### config.mk
export PLATFORM = sky130hd
export DESIGN_NAME = uart_cmd_rx
export DESIGN_NICKNAME = d
export VERILOG_FILES = /design/src/rtl/segway_uart_pkg.sv /design/src/rtl/rx_synch_edge.sv /design/src/rtl/uart_cmd_rx.sv
export SDC_FILE = /design/constraint.sdc
export NUM_CORES = 1
export LEC_CHECK = 0
export ABC_AREA = 1
export CORE_UTILIZATION = 60
export CTS_CLUSTER_SIZE = 10
export DETAILED_ROUTE_END_ITERATION = 10
export GPL_ROUTABILITY_DRIVEN = 0
export PLACE_DENSITY = 0.81
export SYNTH_ARGS = -nofsm -noshare
export SYNTH_HDL_FRONTEND = slang
export SYNTH_SLANG_ARGS = --single-unit
### constraint.sdc
create_clock -name clk -period 5.1 [get_ports clk]
set_clock_uncertainty 0.2 [all_clocks]
set_input_delay 1.02 -clock clk [delete_from_list [all_inputs] [get_ports clk]]
set_output_delay 1.02 -clock clk [all_outputs]
set_load 0.1 [all_outputs]
### src/rtl/segway_uart_pkg.sv
// Shared types and defaults for the Segway BLE command UART receiver.
// Holds the receive FSM state enum and the default baud/command values.
package segway_uart_pkg;

    typedef enum logic [2:0] {
        IDLE,
        START,
        DATA,
        STOP,
        WAIT_HI
    } rx_state_t;

    // 50 MHz clock / 9600 baud
    localparam int         BAUD_DIV_DEFAULT = 5208;

    // 'G' starts the Segway, 'S' stops it
    localparam logic [7:0] CMD_GO_DEFAULT   = 8'h47;
    localparam logic [7:0] CMD_STOP_DEFAULT = 8'h53;

endpackage

### src/rtl/rx_synch_edge.sv
// Two-flop synchronizer for the asynchronous RX line plus falling-edge detect.
// Ports: clk, rst (async, active-high), rx_i (raw line), rx_sync_o
// (synchronized level), fall_o (one-cycle pulse on a synchronized 1->0 transition).
module rx_synch_edge (
    input  logic clk,
    input  logic rst,
    input  logic rx_i,
    output logic rx_sync_o,
    output logic fall_o
);

    logic [1:0] sync_q;
    logic       prev_q;

    // All flops preset to 1 so an idle line never looks like a start edge
    // coming out of reset.
    always_ff @(posedge clk or posedge rst) begin
        if (rst) begin
            sync_q <= 2'b11;
            prev_q <= 1'b1;
        end else begin
            sync_q <= {sync_q[0], rx_i};
            prev_q <= sync_q[1];
        end
    end

    assign rx_sync_o = sync_q[1];
    assign fall_o    = ~sync_q[1] & prev_q;

endmodule

### src/rtl/uart_cmd_rx.sv
// 8N1 LSB-first UART receiver that frames BLE command bytes and decodes the
// Segway go/stop commands.
// Ports: clk, rst (async, active-high), RX (serial in, idle high), clr_rdy
// (consumer ack); rx_data (last good byte), rdy (byte pending until clr_rdy),
// frm_err / ovr / go_cmd / stop_cmd (one-cycle pulses).
module uart_cmd_rx
    import segway_uart_pkg::*;
#(
    parameter int         BAUD_DIV = BAUD_DIV_DEFAULT,
    parameter logic [7:0] CMD_GO   = CMD_GO_DEFAULT,
    parameter logic [7:0] CMD_STOP = CMD_STOP_DEFAULT
) (
    input  logic       clk,
    input  logic       rst,
    input  logic       RX,
    input  logic       clr_rdy,
    output logic [7:0] rx_data,
    output logic       rdy,
    output logic       frm_err,
    output logic       ovr,
    output logic       go_cmd,
    output logic       stop_cmd
);

    localparam int              CW   = $clog2(BAUD_DIV);
    localparam logic [CW-1:0]   FULL = CW'(BAUD_DIV - 1);
    // Half a bit from the start edge lands every later sample mid-bit.
    localparam logic [CW-1:0]   HALF = CW'(BAUD_DIV / 2 - 1);

    logic rx_s;
    logic fall;

    rx_synch_edge u_sync (
        .clk       (clk),
        .rst       (rst),
        .rx_i      (RX),
        .rx_sync_o (rx_s),
        .fall_o    (fall)
    );

    rx_state_t     state_q, state_d;
    logic [CW-1:0] baud_q,  baud_d;
    logic [2:0]    bit_q,   bit_d;
    logic [7:0]    shift_q, shift_d;
    logic [7:0]    data_q,  data_d;
    logic          rdy_q,   rdy_d;
    logic          frm_q,   frm_d;
    logic          ovr_q,   ovr_d;
    logic          go_q,    go_d;
    logic          stop_q,  stop_d;
    logic          tick;

    assign tick = (baud_q == '0);

    always_ff @(posedge clk or posedge rst) begin
        if (rst) begin
            state_q <= IDLE;
            baud_q  <= '0;
            bit_q   <= '0;
            shift_q <= '0;
            data_q  <= '0;
            rdy_q   <= 1'b0;
            frm_q   <= 1'b0;
            ovr_q   <= 1'b0;
            go_q    <= 1'b0;
            stop_q  <= 1'b0;
        end else begin
            state_q <= state_d;
            baud_q  <= baud_d;
            bit_q   <= bit_d;
            shift_q <= shift_d;
            data_q  <= data_d;
            rdy_q   <= rdy_d;
            frm_q   <= frm_d;
            ovr_q   <= ovr_d;
            go_q    <= go_d;
            stop_q  <= stop_d;
        end
    end

    always_comb begin
        state_d = state_q;
        baud_d  = baud_q;
        bit_d   = bit_q;
        shift_d = shift_q;
        data_d  = data_q;
        rdy_d   = rdy_q;
        frm_d   = 1'b0;
        ovr_d   = 1'b0;
        go_d    = 1'b0;
        stop_d  = 1'b0;

        // Ack is honoured in every state; a new byte below overrides it.
        if (clr_rdy) begin
            rdy_d = 1'b0;
        end

        case (state_q)
            IDLE: begin
                if (fall) begin
                    baud_d  = HALF;
                    state_d = START;
                end
            end

            START: begin
                if (tick) begin
                    if (!rx_s) begin
                        bit_d   = 3'd0;
                        baud_d  = FULL;
                        state_d = DATA;
                    end else begin
                        // Line back high mid start bit: a glitch, drop it.
                        state_d = IDLE;
                    end
                end else begin
                    baud_d = baud_q - 1'b1;
                end
            end

            DATA: begin
                if (tick) begin
                    // LSB arrives first, so shift in from the top.
                    shift_d = {rx_s, shift_q[7:1]};
                    baud_d  = FULL;
                    if (bit_q == 3'd7) begin
                        state_d = STOP;
                    end else begin
                        bit_d = bit_q + 3'd1;
                    end
                end else begin
                    baud_d = baud_q - 1'b1;
                end
            end

            STOP: begin
                if (tick) begin
                    if (rx_s) begin
                        data_d  = shift_q;
                        rdy_d   = 1'b1;
                        ovr_d   = rdy_q;
                        go_d    = (shift_q == CMD_GO);
                        stop_d  = (shift_q == CMD_STOP);
                        state_d = IDLE;
                    end else begin
                        frm_d   = 1'b1;
                        state_d = WAIT_HI;
                    end
                end else begin
                    baud_d = baud_q - 1'b1;
                end
            end

            // A break holds the line low; wait for idle so its end is not
            // taken for a new start bit.
            WAIT_HI: begin
                if (rx_s) begin
                    state_d = IDLE;
                end
            end

            default: begin
                state_d = IDLE;
            end
        endcase
    end

    assign rx_data  = data_q;
    assign rdy      = rdy_q;
    assign frm_err  = frm_q;
    assign ovr      = ovr_q;
    assign go_cmd   = go_q;
    assign stop_cmd = stop_q;

endmodule

Word level (Yosys, flattened, before mapping). Index checks and enable logic that the tools add are counted. W data, S select, Z words.

Flip-flop bits (word level): 43. Bits of input ports: 4. Output and inout port bits: 13. Logic and storage cells: 78.

Add/sub/neg operators: 2. Equal/unequal tests: 17. Mux-type cells: 36. Bitwise operators: 2. Reductions and logical operators: 9.

Operator list (count): $mux W13 (5); $pmux W13 S4 (1); $mux W3 (11); $eq A8 B7 Y1 const B (2); $mux W1 (16); $ne A2 B2 Y1 const B (8); $pmux W3 S5 (1); $logic_not A13 Y1 (1); $sub A13 B1 Y13 const B (1); $eq A3 B2 Y1 const B (2); $eq A3 B3 Y1 const B (2); $pmux W3 S2 (1); $reduce_and A6 Y1 (1); $reduce_and A5 Y1 (1); $reduce_and A4 Y1 (1); $reduce_bool A4 Y1 (1); $add A3 B1 Y3 const B (1); $eq A3 B1 Y1 const B (1); $logic_not A3 Y1 (1); $ne A3 B3 Y1 const B (1); $reduce_and A3 Y1 (1); $mux W2 (1); $ne A2 B1 Y1 const B (1); $reduce_and A2 Y1 (1); 3 further kinds (3).

Longest topological paths before layout. Gate-level depths: netlist of run 1.

Depth in word-level cells: 4. Gate-level depth with buffers: 11. Mapped depth without buffers: 11.

Modules after synthesis. Synthesis of run 1 repeated with hierarchy kept, for this count alone.

Cell total of the unflattened synthesis: 257. Area total of the unflattened synthesis: 2157.1 um^2.

Modules (own cells, without submodules): uart_cmd_rx (times used 1, cells each 251, area an instance 2064.5 um^2, seq. area each 1001.0 um^2); rx_synch_edge (times used 1, cells each 6, area an instance 92.6 um^2, seq. area each 78.8 um^2).

Worst setup path after synthesis of run 1. OpenSTA, ideal clock, no wires.

Path kind: register to output. Start: reg data_q[0], in the netlist rx_data[0]. End: out rx_data[0]. Data arrival time: 0.911 ns. Data required time: 3.880 ns. Slack: 2.969 ns. Stages on the path, launching flop included: 1. Buffers on the path: 0. Cells stage by stage: dfrtp_1.

RTL lines: start: declaration (RTL line uart_cmd_rx.sv:45) `logic [7:0] data_q, data_d;`; start signal: assignment (RTL line uart_cmd_rx.sv:72) `data_q <= data_d;`; end: declaration (RTL line uart_cmd_rx.sv:17) `output logic [7:0] rx_data,`.

No word-level cell between the ends.

Worst setup path after layout of run 1.
Start: reg data_q[0], in the netlist rx_data[0]. End: out rx_data[0].

No word-level cell between the ends.

==> results of run 1 <==
[per-stage QoR]
stage	worst slack [ps]	hold WS (ps)	power, mW
2_1_floorplan	2882	145.2	0.7113
3_5_place_dp	2412	147.8	0.7890
5_1_grt	2038	164.7	1.095
4_1_cts	2079	158.7	1.019
6_report	2091	158.1	1.014
3_3_place_gp	2415	147.0	0.7784
[area by class of cell]
cell class	count	area (um^2)	share of cell area, %
inverters	34	127.6	4.980
clock buffers	6	82.58	3.223
repair buffers	17	167.7	6.543
flip-flops and latches	43	1080	42.14
well taps	46	57.56	2.246
clock inverters	2	16.27	0.6348
multi-input cells	205	1031	40.23
[layer usage]
layer  global-route usage [%]  share of wire [%]  vias to the layer above
met3                    4.891                3.4                        7
met2                    39.23                 45                       33
met5                        0                  0                        -
met4                    7.955                1.3                        0
met1                    35.45                 50                      865
li1                         -                  -                      935
[power breakdown]
part	leakage, nW	total [mW]	switching [mW]	internal, mW
combinational	0.657	0.364	0.252	0.112
clock	0.0474	0.231	0.120	0.111
sequential	0.567	0.419	0.0401	0.379
[flip-flops by register name (all words and copies together) (netlist names)]
register       flops
state_q            3
u_sync.sync_q      2
stop_cmd           1
ovr                1
shift_q            8
rdy                1
rx_data            8
u_sync.prev_q      1
frm_err            1
bit_q              3
baud_q            13
go_cmd             1
[worst paths after layout]
path,from,endpoint,cells after the start
min in group asynchronous,rst,baud_q[8]$_DFFE_PP0P_,3
max in group asynchronous,rst,u_sync.sync_q[0]$_DFF_PP1_,3
worst min register to register,u_sync.sync_q[0]$_DFF_PP1_,u_sync.sync_q[1]$_DFF_PP1_,0
worst min-delay path,u_sync.sync_q[0]$_DFF_PP1_,u_sync.sync_q[1]$_DFF_PP1_,0
worst max register to register,baud_q[0]$_DFFE_PP0P_,baud_q[2]$_DFFE_PP0P_,9
worst max-delay path,rx_data[0]$_DFFE_PP0P_,rx_data[0],1
[layout by cell type, fill, tap and decap left out, types with 4 or more instances in the layout]
master           instances
clkdlybuf4s50_1         16
o21ai_0                 12
nor3_1                   6
clkbuf_8                 6
inv_2                    5
ha_1                     4
nand3_1                 16
nor2_1                  36
o21ai_1                  7
o21ai_2                  7
dfrtp_1                 40
nand2_1                 90
inv_1                   28
[logic make-up after synthesis]
family / Yosys count
AND/OR/NAND/NOR: 168
flip-flops: 43
XOR/XNOR: 4
AO/OA/AOI/OAI: 29
adder cells (fa/ha/maj): 4
buffers and inverters: 37
==> impl_metrics.env, run 1 <==
export IMPL_remaining_drc_errors=0
export IMPL_cts_resized=0
export IMPL_gr_total_overflow=0
export IMPL_rsz0062_at_grt="false"
export IMPL_synth_xor_area_share_pct=1.549
export IMPL_clk_path_buf_depth=2
export IMPL_worst_slew_pin_slew_ps=971.3
export IMPL_synth_distinct_cells=32
export IMPL_r2r_slack_ps=3000
export IMPL_die_area_mm2=0.004020
export IMPL_grt_usage_pct=25.20
export IMPL_vias_per_cell=5.212
export IMPL_place_area_mm2=0.002464
export IMPL_die_h_um=63.40
export IMPL_antenna_cells=0
export IMPL_synthTopCellsByCount="90 x nand2_1, 40 x dfrtp_1, 36 x nor2_1, 29 x inv_1, 16 x nand3_1"
export IMPL_worstPathCellList="clkdlybuf4s50_1"
export IMPL_synth_ff_latch_count=43
export IMPL_synth_most_common_cell="nand2_1"
export IMPL_synth_largest_area_cell="dfrtp_1"
export IMPL_hp_class="reg -> reg"
export IMPL_p_leak_nw=1.272
export IMPL_clock_sinks=43
export IMPL_finalCriticalPeriod_ps=3009
export IMPL_syn_num_nets=293
export IMPL_status="completed"
export IMPL_cts_clk_slew_worst_paths_ps=80
export IMPL_cts_made_buffers=5
export IMPL_core_area_mm2=0.003468
export IMPL_setup_worst_path_end_class="primary output"
export IMPL_synthTopCellsByArea="dfrtp_1 44%, nand2_1 15%, nor2_1 6.0%"
export IMPL_hold_violations=0
export IMPL_htree_levels=2
export IMPL_drv_cap=0
export IMPL_cts_root_buffer="clkbuf_8"
export IMPL_antenna_found_initial=0
export IMPL_max_vdd_ir_drop_v=0.0003017
export IMPL_chipWidth_um=63.40
export IMPL_synth_top_family_by_area="simple AND/OR/NAND/NOR gates"
export IMPL_firstDrtPassIters=5
export IMPL_initial_core_util_pct=65.22
export IMPL_yosys_area_share_simple_pct=33.90
export IMPL_start_kind="flip-flop"
export IMPL_relSlewSlack_pct=35.04
export IMPL_wl_per_cell_um=12.16
export IMPL_synthArstFlopShare_pct=100.0
export IMPL_synth_fa_ha_area_share_pct=2.212
export IMPL_nets=314
export IMPL_grt_pass1_wl_um=7941
export IMPL_clk_latency_ps=300
export IMPL_cts_setup_buffers=0
export IMPL_drtIter0Drc=86
export IMPL_port_buffers=16
export IMPL_worst_path_buf_inv=1
export IMPL_dp_cells=345
export IMPL_setup_violations=0
export IMPL_synth_edf_count=0
export IMPL_ys_flop_type="dfrtp_1"
export IMPL_maxSlewViolCount=0
export IMPL_syn_area_mm2=0.002262
export IMPL_synth_compound_area_share_pct=7.909
export IMPL_slowest_delay_ps=1130
export IMPL_num_vias=1840
export IMPL_fmax_ghz=0.3323
export IMPL_synth_seq_area_share_pct=47.73
export IMPL_grt_pass1_vias=1791
export IMPL_cts_tree="built"
export IMPL_min_period_over_period_pct=59.00
export IMPL_area_delta_synth_final_pct=13.27
export IMPL_power_density_mw_per_mm2=395.8
export IMPL_nFillCells=277
export IMPL_ant_nets=0
export IMPL_cpLargestDelayFamily="buffers and inverters"
export IMPL_setup_tns_ps=0
export IMPL_hpwl_um=3138
export IMPL_rows=21
export IMPL_cp_max_fo=2
export IMPL_crit_arrival_ps=1790
export IMPL_final_cell_area_mm2=0.002562
export IMPL_drive_gt1_share_pct=12.38
export IMPL_boundaryPins=17
export IMPL_wirelength_um=4291
export IMPL_postSynthCellCount=285
export IMPL_fin_cells=353
export IMPL_synth_area_per_cell_um2=7.937
export IMPL_utilization_pct=73.88
export IMPL_cpMaxStageDelayCell="clkdlybuf4s50_1"
export IMPL_yosysTopAreaCellShare_pct=44.25
export IMPL_grt_max_degree=44
export IMPL_yosys_warnings=0
export IMPL_hold_buffers=0
export IMPL_path_class="reg -> out"
export IMPL_crit_required_ps=3880
export IMPL_synthMuxAreaShare_pct=0
(Power assumes the default switching activity.)
==> inputs of run 2 (changes only) <==
--- a/config.mk
+++ b/config.mk
@@ -6,11 +6,11 @@
 export NUM_CORES = 1
 export LEC_CHECK = 0
 export ABC_AREA = 1
-export CORE_UTILIZATION = 60
+export CORE_UTILIZATION = 58
 export CTS_CLUSTER_SIZE = 10
 export DETAILED_ROUTE_END_ITERATION = 10
 export GPL_ROUTABILITY_DRIVEN = 0
-export PLACE_DENSITY = 0.81
+export PLACE_DENSITY = 0.79
 export SYNTH_ARGS = -nofsm -noshare
 export SYNTH_HDL_FRONTEND = slang
 export SYNTH_SLANG_ARGS = --single-unit
==> constraint.sdc (replaced) <==
create_clock -name clk -period 3.05 [get_ports clk]
set_clock_uncertainty 0.2 [all_clocks]
set_input_delay 0.61 -clock clk [delete_from_list [all_inputs] [get_ports clk]]
set_output_delay 0.61 -clock clk [all_outputs]
set_load 0.1 [all_outputs]
==> impl_metrics.env, run 2 (synthesis results as in run 1) <==
export IMPL_wirelength_um=4412
export IMPL_hpwl_um=3292
export IMPL_largest_reg_flops=13
export IMPL_cpMaxStageDelayCell="dfrtp_1"
export IMPL_path_class="reg -> reg"
export IMPL_cts_clk_slew_worst_paths_ps=80
export IMPL_layout_commonest_cell="nand2_1"
export IMPL_fin_cells=355
export IMPL_dp_cells=348
export IMPL_cts_made_buffers=5
export IMPL_hold_worst_slack_ps=154.4
export IMPL_hp_class="reg -> reg"
export IMPL_cts_setup_buffers=0
export IMPL_drtIter0Drc=149
export IMPL_max_vdd_ir_drop_v=0.0003547
export IMPL_initial_core_util_pct=61.33
export IMPL_die_area_mm2=0.004154
export IMPL_grtUsageMet1_pct=35.87
export IMPL_clock_sinks=43
export IMPL_htree_levels=2
export IMPL_regMostFlops="baud_q"
export IMPL_grt_busiest_layer="met1"
export IMPL_worst_slew_pin_slew_ps=1138
export IMPL_crit_top_cell="nand2_1"
export IMPL_grt_max_degree=34
export IMPL_setup_violations=0
export IMPL_vias_per_cell=5.254
export IMPL_hold_violations=0
export IMPL_port_buffers=16
export IMPL_ant_nets=0
export IMPL_rsz0062_at_grt="false"
export IMPL_drive_gt1_share_pct=16.61
export IMPL_remaining_drc_errors=0
export IMPL_die_h_um=64.45
export IMPL_core_area_mm2=0.003689
export IMPL_grt_use_met3_pct=4.225
export IMPL_drv_cap=0
export IMPL_worstPathCellList="inv_1 -> ha_1 -> nand2_1 -> nor2_4 -> nand3_4 -> nand3_2 -> inv_2 -> o21ai_0 -> nand2_1"
export IMPL_maxSlewViolCount=0
export IMPL_worst_path_buf_inv=2
export IMPL_gr_total_overflow=0
export IMPL_start_kind="flip-flop"
export IMPL_power_density_mw_per_mm2=660.5
export IMPL_firstDrtPassIters=4
export IMPL_chipWidth_um=64.45
export IMPL_fmax_ghz=0.4860
export IMPL_cts_resized=0
export IMPL_nFillCells=320
export IMPL_crit_required_ps=3030
export IMPL_setup_worst_path_end_class="flip-flop"
export IMPL_grt_usage_pct=24.00
export IMPL_boundaryPins=17
export IMPL_clk_path_buf_depth=2
export IMPL_area_delta_synth_final_pct=11.56
export IMPL_status="completed"
export IMPL_antenna_found_initial=0
export IMPL_rows=22
export IMPL_slowest_delay_ps=400
export IMPL_crit_arrival_ps=2040
export IMPL_num_vias=1865
export IMPL_use_met2_pct=34.74
export IMPL_nets=315
export IMPL_clk_latency_ps=300
export IMPL_cp_max_fo=15
export IMPL_wl_per_cell_um=12.43
export IMPL_final_cell_mix="90 x nand2_1, 40 x dfrtp_1, 36 x nor2_1"
export IMPL_p_leak_nw=1.300
export IMPL_cts_root_buffer="clkbuf_8"
export IMPL_relSlewSlack_pct=23.68
export IMPL_cts_tree="built"
export IMPL_setup_tns_ps=0
export IMPL_hold_buffers=0
export IMPL_cpLargestDelayFamily="simple AND/OR/NAND/NOR gates"
export IMPL_min_period_over_period_pct=67.46
export IMPL_finalCriticalPeriod_ps=2058
export IMPL_grt_pass1_wl_um=7548
export IMPL_antenna_cells=0
export IMPL_grt_pass1_vias=1673
## run 2: changes by cell type in the layout (fill, tap and decap cells not counted), sizes merged
cell,delta
buf,+14
clkbuf,-1
clkdlybuf4s50,-13
clkinv,+1
clkinvlp,-1
## run 2: worst paths after layout
check / start / endpoint / slack, ps / cells after the start
max: baud_q[0]$_DFFE_PP0P_ / baud_q[2]$_DFFE_PP0P_ / 990 / 9
min: u_sync.sync_q[0]$_DFF_PP1_ / u_sync.sync_q[1]$_DFF_PP1_ / 150 / 0
max reg2reg: baud_q[0]$_DFFE_PP0P_ / baud_q[2]$_DFFE_PP0P_ / 990 / 9
min reg2reg: u_sync.sync_q[0]$_DFF_PP1_ / u_sync.sync_q[1]$_DFF_PP1_ / 150 / 0
max in group asynchronous: rst / baud_q[7]$_DFFE_PP0P_ / 1470 / 3
min in group asynchronous: rst / rdy$_DFF_PP0_ / 570 / 2
## run 2: final cells by class
type | instances | area [um^2] | area share (%)
multi-input cells | 205 | 1031 | 40.85
clock inverters | 2 | 13.76 | 0.5454
inverters | 34 | 127.6 | 5.057
repair buffers | 18 | 142.6 | 5.652
flip-flops and latches | 43 | 1080 | 42.79
well taps | 48 | 60.06 | 2.380
clock buffers | 5 | 68.82 | 2.727
## run 2: through the flow
stage          utilization [%]  total power, mW  cell area, um^2  worst slack (ps)
3_3_place_gp             66.18            1.310             2441              1091
4_1_cts                  68.42            1.671             2524              1021
6_report                 68.42            1.667             2524             992.4
2_1_floorplan                -            1.189             2262              1242
5_1_grt                  68.42            1.789             2524             823.1
3_5_place_dp             66.18            1.323             2441              1032
## run 2: power by group
part | total (mW) | switching [mW] | internal, mW
clock network | 0.347 | 0.190 | 0.156
logic | 0.619 | 0.430 | 0.188
registers | 0.701 | 0.0674 | 0.634
## run 2: per-layer routing
metal / up-vias / share of wire, %
li1: 941 / -
met1: 881 / 49
met2: 36 / 46
met3: 7 / 3.8
met4: 0 / 1.6
met5: - / 0
## run 2: worst register-to-register path: cells and delay by family (launching register included)
family                   cells  cell delay, ps
AND/OR/NAND/NOR              5             790
adder cells (fa/ha/maj)      1             190
AO/OA/AOI/OAI                1             100
buffers and inverters        2             270
flip-flops                   1             400
==> inputs of run 3 (changes only) <==
==> constraint.sdc (replaced) <==
create_clock -name clk -period 2 [get_ports clk]
set_clock_uncertainty 0.2 [all_clocks]
set_input_delay 0.4 -clock clk [delete_from_list [all_inputs] [get_ports clk]]
set_output_delay 0.4 -clock clk [all_outputs]
set_load 0.1 [all_outputs]
==> impl_metrics.env, run 3 (synthesis results as in run 1) <==
export IMPL_grt_usage_pct=27.62
export IMPL_cpMaxStageDelayCell="dfrtp_1"
export IMPL_setup_worst_path_end_class="flip-flop"
export IMPL_fin_cells=364
export IMPL_regMostFlops="baud_q"
export IMPL_worstPathCellList="inv_1 -> ha_1 -> nand2_1 -> nor2_4 -> nand3_1 -> nand3_4 -> inv_2 -> o21ai_0 -> nand2_1"
export IMPL_p_leak_nw=1.379
export IMPL_port_buffers=16
export IMPL_status="completed"
export IMPL_cp_max_fo=10
export IMPL_place_area_mm2=0.002646
export IMPL_antenna_found_initial=0
export IMPL_die_h_um=64.45
export IMPL_grt_pass1_wl_um=8604
export IMPL_maxSlewViolCount=0
export IMPL_reg2reg_to="baud_q[4]$_DFFE_PP0P_"
export IMPL_fmax_ghz=0.5131
export IMPL_clk_path_buf_depth=2
export IMPL_clock_sinks=43
export IMPL_clk_latency_ps=290
export IMPL_chipWidth_um=64.45
export IMPL_hpwl_um=3616
export IMPL_grt_max_degree=44
export IMPL_cts_made_buffers=5
export IMPL_htree_levels=2
export IMPL_gr_total_overflow=0
export IMPL_initial_core_util_pct=61.33
export IMPL_wl_met2_um=2354
export IMPL_cts_clk_slew_worst_paths_ps=70
export IMPL_nets=323
export IMPL_path_class="reg -> reg"
export IMPL_setup_tns_ps=0
export IMPL_slowest_delay_ps=390
export IMPL_relSlewSlack_pct=60.21
export IMPL_max_vdd_ir_drop_v=0.0007185
export IMPL_hp_class="reg -> reg"
export IMPL_hold_violations=0
export IMPL_r2r_start="baud_q[0]$_DFFE_PP0P_"
export IMPL_min_path_cells=0
export IMPL_worst_slew_pin_slew_ps=594.7
export IMPL_met3_length_um=305
export IMPL_core_area_mm2=0.003689
export IMPL_remaining_drc_errors=0
export IMPL_start_kind="flip-flop"
export IMPL_utilization_pct=75.14
export IMPL_drive_gt1_share_pct=18.67
export IMPL_area_delta_synth_final_pct=22.51
export IMPL_drv_cap=0
export IMPL_drtIter0Drc=147
export IMPL_wirelength_um=4961
export IMPL_min_period_over_period_pct=97.45
export IMPL_cts_tree="built"
export IMPL_num_vias=1949
export IMPL_rows=22
export IMPL_boundaryPins=17
export IMPL_r2r_worst_path_cells=9
export IMPL_final_cell_mix="90 x nand2_1, 40 x dfrtp_1, 36 x nor2_1"
export IMPL_setup_violations=0
export IMPL_wl_per_cell_um=13.63
export IMPL_hp_start="u_sync.sync_q[0]$_DFF_PP1_"
export IMPL_r2r_slack_ps=50
export IMPL_hold_buffers=0
export IMPL_firstDrtPassIters=6
export IMPL_dp_cells=352
export IMPL_top_layer="met4"
export IMPL_rsz0062_at_grt="true"
export IMPL_final_cell_area_mm2=0.002771
export IMPL_total_power_mw=2.701
export IMPL_cts_root_buffer="clkbuf_8"
export IMPL_power_density_mw_per_mm2=974.7
export IMPL_wl_met1_um=2197
export IMPL_crit_top_cell="nand2_1"
export IMPL_antenna_cells=0
export IMPL_vias_per_cell=5.354
export IMPL_grt_pass1_vias=1882
export IMPL_finalCriticalPeriod_ps=1949
export IMPL_largest_reg_flops=13
export IMPL_die_area_mm2=0.004154
export IMPL_hold_end="u_sync.sync_q[1]$_DFF_PP1_"
export IMPL_crit_arrival_ps=1930
export IMPL_crit_required_ps=1980
export IMPL_ant_nets=0
export IMPL_layout_commonest_cell="nand2_1"
## run 3: through the flow
stage	hold WS [ps]	setup WS [ps]
2_1_floorplan	145.2	211.0
3_3_place_gp	147.3	134.0
3_5_place_dp	155.3	32.08
4_1_cts	166.7	5.955
5_1_grt	172.8	-73.81
6_report	168.4	51.00
## run 3: area by class of cell
cell class / count / area (um^2)
Clock buffer: 6 / 72.57
Sequential cell: 43 / 1080
Clock inverter: 2 / 12.51
Multi-Input combinational cell: 205 / 1039
Tap cell: 48 / 60.06
Inverter: 34 / 130.1
Fill cell: 259 / 917.1
Timing Repair Buffer: 26 / 377.9
## run 3: power by group
part / switching [mW] / total, mW / internal, mW / leakage (nW)
logic: 0.724 / 1.09 / 0.370 / 0.771
registers: 0.105 / 1.07 / 0.967 / 0.567
clock network: 0.290 / 0.534 / 0.244 / 0.0412
## run 3: per-layer routing
metal / vias up / track usage, %
li1: 963 / -
met1: 895 / 37.43
met2: 78 / 44.61
met3: 13 / 4.401
met4: 0 / 10.83
met5: - / 0
## run 3: worst max-delay path, delay by kind of cell, from the launching register on
kind | cells | cell delay (ps)
and+or+nand+nor | 5 | 740
DFF | 1 | 390
AOI/OAI and AO/OA | 1 | 90
adders and majority gates | 1 | 180
buffers and inverters | 2 | 240
## run 3: worst max-delay path by stage
stage,start,cells after the start,to
6_report,baud_q[0]$_DFFE_PP0P_,9,baud_q[4]$_DFFE_PP0P_
2_1_floorplan,baud_q[0]$_DFFE_PP0P_,10,rx_data[0]$_DFFE_PP0P_
5_1_grt,baud_q[0]$_DFFE_PP0P_,6,shift_q[1]$_DFFE_PP0P_
3_5_place_dp,baud_q[0]$_DFFE_PP0P_,9,baud_q[4]$_DFFE_PP0P_
4_1_cts,baud_q[0]$_DFFE_PP0P_,9,baud_q[4]$_DFFE_PP0P_
3_3_place_gp,baud_q[0]$_DFFE_PP0P_,9,baud_q[4]$_DFFE_PP0P_
## run 3: timing repair
action | 4_1_cts | 5_1_grt
gates resized for setup | 0 | 3
endpoints found under the setup margin | 0 | 24
buffers inserted | 0 | 4
